`config.mk`:
```
export PLATFORM = sky130hd
export DESIGN_NAME = paralelo_serie
export DESIGN_NICKNAME = d
export VERILOG_FILES = /design/src/rtl/paralelo_serie.sv
export SDC_FILE = /design/constraint.sdc
export NUM_CORES = 1
export LEC_CHECK = 0
export BUFFER_PORTS_ARGS = -buffer_cell sky130_fd_sc_hd__buf_2
export CORE_UTILIZATION = 25
export CTS_BUF_LIST = sky130_fd_sc_hd__clkbuf_8 sky130_fd_sc_hd__clkbuf_16
export DETAILED_ROUTE_END_ITERATION = 6
export GPL_TIMING_DRIVEN = 0
export PLACE_DENSITY = 0.51
export RECOVER_POWER = 25
export SYNTH_ARGS = -nofsm -noshare
export SYNTH_HDL_FRONTEND = slang
export SYNTH_SLANG_ARGS = --single-unit
```
`constraint.sdc`:
```
create_clock -name clk_8f -period 3.81 [get_ports clk_8f]
set_input_delay 0.762 -clock clk_8f [delete_from_list [all_inputs] [get_ports clk_8f]]
set_output_delay 0.762 -clock clk_8f [all_outputs]
set_load 0.005 [all_outputs]
```
`src/rtl/paralelo_serie.sv`:
```
// paralelo_serie -- byte-to-serial transmitter for the clk_8f byte-serial link.
//
// Bytes arrive over a valid/ready handshake into a one-entry buffer. They
// leave MSB first, one bit per clk_8f edge, in 8-edge byte slots. After reset
// SYNC_BYTES idle bytes are sent so the far-end receiver can lock. After
// that, any slot with no buffered byte carries IDLE_BYTE.
//
// Optional feature: define PARALELO_SERIE_BYTE_COUNT_EN to add tx_count, a
// 16-bit wrapping count of data bytes loaded from the buffer.
//
// Ports:
//   clk_8f       bit clock, one serial bit per rising edge
//   reset        asynchronous active-low reset
//   parallel_in  byte offered by the producer
//   valid_in     parallel_in is valid
//   ready_out    buffer can take a byte at the next edge (combinational)
//   data_out     serial bit, registered
//   byte_strobe  high while data_out carries bit 7 of a byte
//   active_out   high once the sync sequence has finished
//   tx_count     (optional) data bytes sent, wraps at 16 bits
//
// Parameters:
//   SYNC_BYTES   idle bytes sent after reset before data is accepted (1..7)
//   IDLE_BYTE    byte used for sync and for empty slots
//
// state  | meaning
// -------+---------------------------------------------------------------
// SYNC   | sending the post-reset idle bytes; buffer does not accept data
// ACTIVE | normal operation; buffered bytes fill slots, otherwise idle byte

module paralelo_serie #(
   parameter int unsigned SYNC_BYTES = 4,
   parameter logic [7:0]  IDLE_BYTE  = 8'hBC
) (
   input  logic        clk_8f,
   input  logic        reset,
   input  logic [7:0]  parallel_in,
   input  logic        valid_in,
   output logic        ready_out,
   output logic        data_out,
   output logic        byte_strobe,
   output logic        active_out
`ifdef PARALELO_SERIE_BYTE_COUNT_EN
   ,
   output logic [15:0] tx_count
`endif
);

   localparam logic [2:0] SYNC_LAST = 3'(SYNC_BYTES - 1);

   typedef enum logic {
      ST_SYNC   = 1'b0,
      ST_ACTIVE = 1'b1
   } state_t;

   state_t      state;
   logic [7:0]  byte_reg;
   logic [2:0]  bit_cnt;
   logic [7:0]  buf_reg;
   logic        buf_full;
   logic [2:0]  sync_cnt;

   logic        boundary;
   logic        wr_en;
   logic        load_buf;

   // The edge that shifts out bit 0 is also the edge that loads the next byte.
   assign boundary = (bit_cnt == 3'd0);

   // At a boundary a full buffer is being drained on this same edge, so it
   // can take a new byte.
   assign ready_out = (state == ST_ACTIVE) && (!buf_full || boundary);
   assign wr_en     = valid_in && ready_out;
   assign load_buf  = boundary && (state == ST_ACTIVE) && buf_full;

   always_ff @(posedge clk_8f or negedge reset) begin
      if (!reset) begin
         state       <= ST_SYNC;
         active_out  <= 1'b0;
         bit_cnt     <= 3'd7;
         byte_reg    <= IDLE_BYTE;
         sync_cnt    <= 3'd0;
         buf_reg     <= 8'd0;
         buf_full    <= 1'b0;
         data_out    <= 1'b0;
         byte_strobe <= 1'b0;
      end else begin
         data_out    <= byte_reg[bit_cnt];
         byte_strobe <= (bit_cnt == 3'd7);
         bit_cnt     <= bit_cnt - 3'd1;

         if (boundary) begin
            case (state)
               ST_SYNC: begin
                  byte_reg <= IDLE_BYTE;
                  sync_cnt <= sync_cnt + 3'd1;
                  if (sync_cnt == SYNC_LAST) begin
                     state      <= ST_ACTIVE;
                     active_out <= 1'b1;
                  end
               end
               ST_ACTIVE: begin
                  // A byte written on this edge is not bypassed into
                  // byte_reg. It waits for the next slot.
                  if (buf_full) begin
                     byte_reg <= buf_reg;
                  end else begin
                     byte_reg <= IDLE_BYTE;
                  end
               end
               default: begin
                  state      <= ST_SYNC;
                  active_out <= 1'b0;
               end
            endcase
         end

         // A write on a consuming edge keeps buf_full set. The old byte has
         // already moved into byte_reg above.
         if (wr_en) begin
            buf_reg  <= parallel_in;
            buf_full <= 1'b1;
         end else if (load_buf) begin
            buf_full <= 1'b0;
         end
      end
   end

`ifdef PARALELO_SERIE_BYTE_COUNT_EN
   always_ff @(posedge clk_8f or negedge reset) begin
      if (!reset) begin
         tx_count <= 16'd0;
      end else if (load_buf) begin
         tx_count <= tx_count + 16'd1;
      end
   end
`endif

endmodule

```
==> metrics.cfg <==
[timing]
slew_headroom_pct = 7.38
worstMarginPinSlew_ns = 1.39
fin_crit_ns = 2.34
finalCritPeriodShare_pct = 61.5
fmax_mhz = 427
fin_hold_ws_ns = 0.481
rsz0062_at_grt = false
drv_slew = 0
fin_setup_tns_ns = 0
setup_violations = 0
hold_viol = 0
skew_ns = 0.00253

[drt]
drtIter0Drc = 8
drt-met1-wl_um = 814
wl_met2_um = 878
viasPerCell = 4.47
met3_wirelength_um = 71
drt_wl_total_um = 1790
vias = 643
remaining_drc_errors = 0
top_layer_used = met4
ant_nets = 0
firstDrtPassIters = 3
wl_per_cell_um = 12.4

[critical_path]
critPathArrivalTime_ns = 1.58
crit_fanout = 6
cp.required_ns = 3.05
path_cells = inv_1 -> ha_1 -> nand2b_4 -> a21boi_0 -> buf_2
rrSetupSlack_ns = 2.02
cp-start-kind = flop
critPathSlowestCell = dfstp_1
end_kind = output port
path_buf_inv = 2
crit_family = flip-flops
crit_type = reg2out
max_stage_delay_ns = 0.61

[final_layout]
drive_above_1_share_pct = 39.1
areaGrowthSynthToFinish_pct = 15.9
ff_latch_area_sq_um = 686
final_nets = 109
layout_commonest_cell = dfrtp_1
n_antenna_cell = 0
final_cell_mix = dfrtp_1 (19), buf_2 (14), mux2_2 (10)
multiInputGateArea_sq_um = 423
nFillCells = 439

[placed_design]
gp_congestion = 0.674
dp_hpwl_um = 1340
io_buffers = 14

[pwr]
power.total_uw = 561
ir_drop_uv = 135
pwr_density_cell_nw_per_um2 = 429
p_leak_uw = 0.000608

[grt]
grt_max_degree = 28
grt_usage_pct = 8.64
grt_pass1_wl_um = 3240
grt.overflow.total = 0
grt_pass1_vias = 694
antenna_found_initial = 0

[synth]
seq_area_frac_synth_pct = 60.8
async_flop_share_pct = 100
synth-seq-cells = 27
synth_edf_count = 0
synth_flop_cell = dfrtp_1
syn_inst = 74
syn_avg_cell_area_sq_um = 15.3
syn_nets = 90
synth_area_sq_um = 1130
synthDistinctLibCells = 23
ys_warn_count = 0

[clock_tree]
h-tree-depth = 1
insertion_delay_ns = 0.26
cts_sinks = 27
clock_tree.root_cell = clkbuf_8
cts-buffers-inserted = 3
clkTransAtPathRegs_ns = 0.08
cts_setup_buffers = 0
clk_path_buf_depth = 2
postCtsHoldBufs = 0
cts_tree = built
cts_resized = 0

[floorplanning]
fp.dieH_um = 69.2
core_sq_um = 4350
die-area_sq_um = 4790
die_x_um = 69.2
io_pins = 15
row_count = 24
start_util_pct = 25.9

[worst_hold_path]
hold_path.class = reg2reg

[flow_run]
max-cap-violations = 0

[run_status]
run_status = finished clean

## path summary, 6_finish.rpt
| path | start | to | depth (start not counted) |
|---|---|---|---|
| min in group asynchronous | reset | data_out | 1 |
| max in group asynchronous | reset | sync_cnt[2] | 1 |
| setup / recovery | bit_cnt[0] | ready_out | 5 |
| hold reg to reg | active_out | active_out | 1 |
| setup reg to reg | bit_cnt[0] | byte_reg[6] | 6 |
| hold / removal | active_out | active_out | 1 |
## cell type report
type                       count  share of cell area [%]
sequential                    27                    52.4
multi-input combinational     42                    32.3
timing repair buffer          14                    5.26
tap                           52                    4.98
clock buffer                   3                    3.16
inverter                       4                    1.15
buffer                         1                   0.383
clock inverter                 1                   0.287
## cell usage after synthesis, types with 2 or more instances
cell | n | area (sq um)
dfrtp_1 | 19 | 475
o22a_1 | 5 | 43.8
a22o_1 | 3 | 26.3
xor2_1 | 2 | 17.5
dfstp_2 | 8 | 210
inv_1 | 4 | 15.0
mux4_1 | 2 | 52.6
ha_1 | 5 | 62.6
nand2_1 | 3 | 11.3
mux2_2 | 10 | 113
## power breakdown
group          switching (uW)  total, uW  internal [uW]
Sequential               18.8        349            330
Clock                    79.9        152           72.0
Combinational            19.5       60.6           41.1
Total                     118        561            443
## per-stage QoR
stage,utilization (%),setup WS [ns],std cells,area [sq um]
after detailed placement,29.0,1.80,140,1260
after floorplan,-,2.01,74,1130
after global routing,30.0,1.36,144,1310
after global placement,29.0,1.81,140,1260
final,30.0,1.47,144,1310
after CTS,30.1,1.49,144,1310
## kinds of logic after synthesis
group	Yosys count	synth area share, %
flops	27	60.8
mux	13	15.5
compound gates	12	9.65
simple gates	10	5.21
buf+inv	5	1.77
fa+ha+maj	5	5.54
xor+xnor	2	1.55
## routing by layer
layer	vias up	GRT usage, %
li1	300	-
met1	328	10.7
met2	13	13.6
met3	2	3.34
met4	0	3.40
met5	-	0
(Power assumes the default switching activity.)
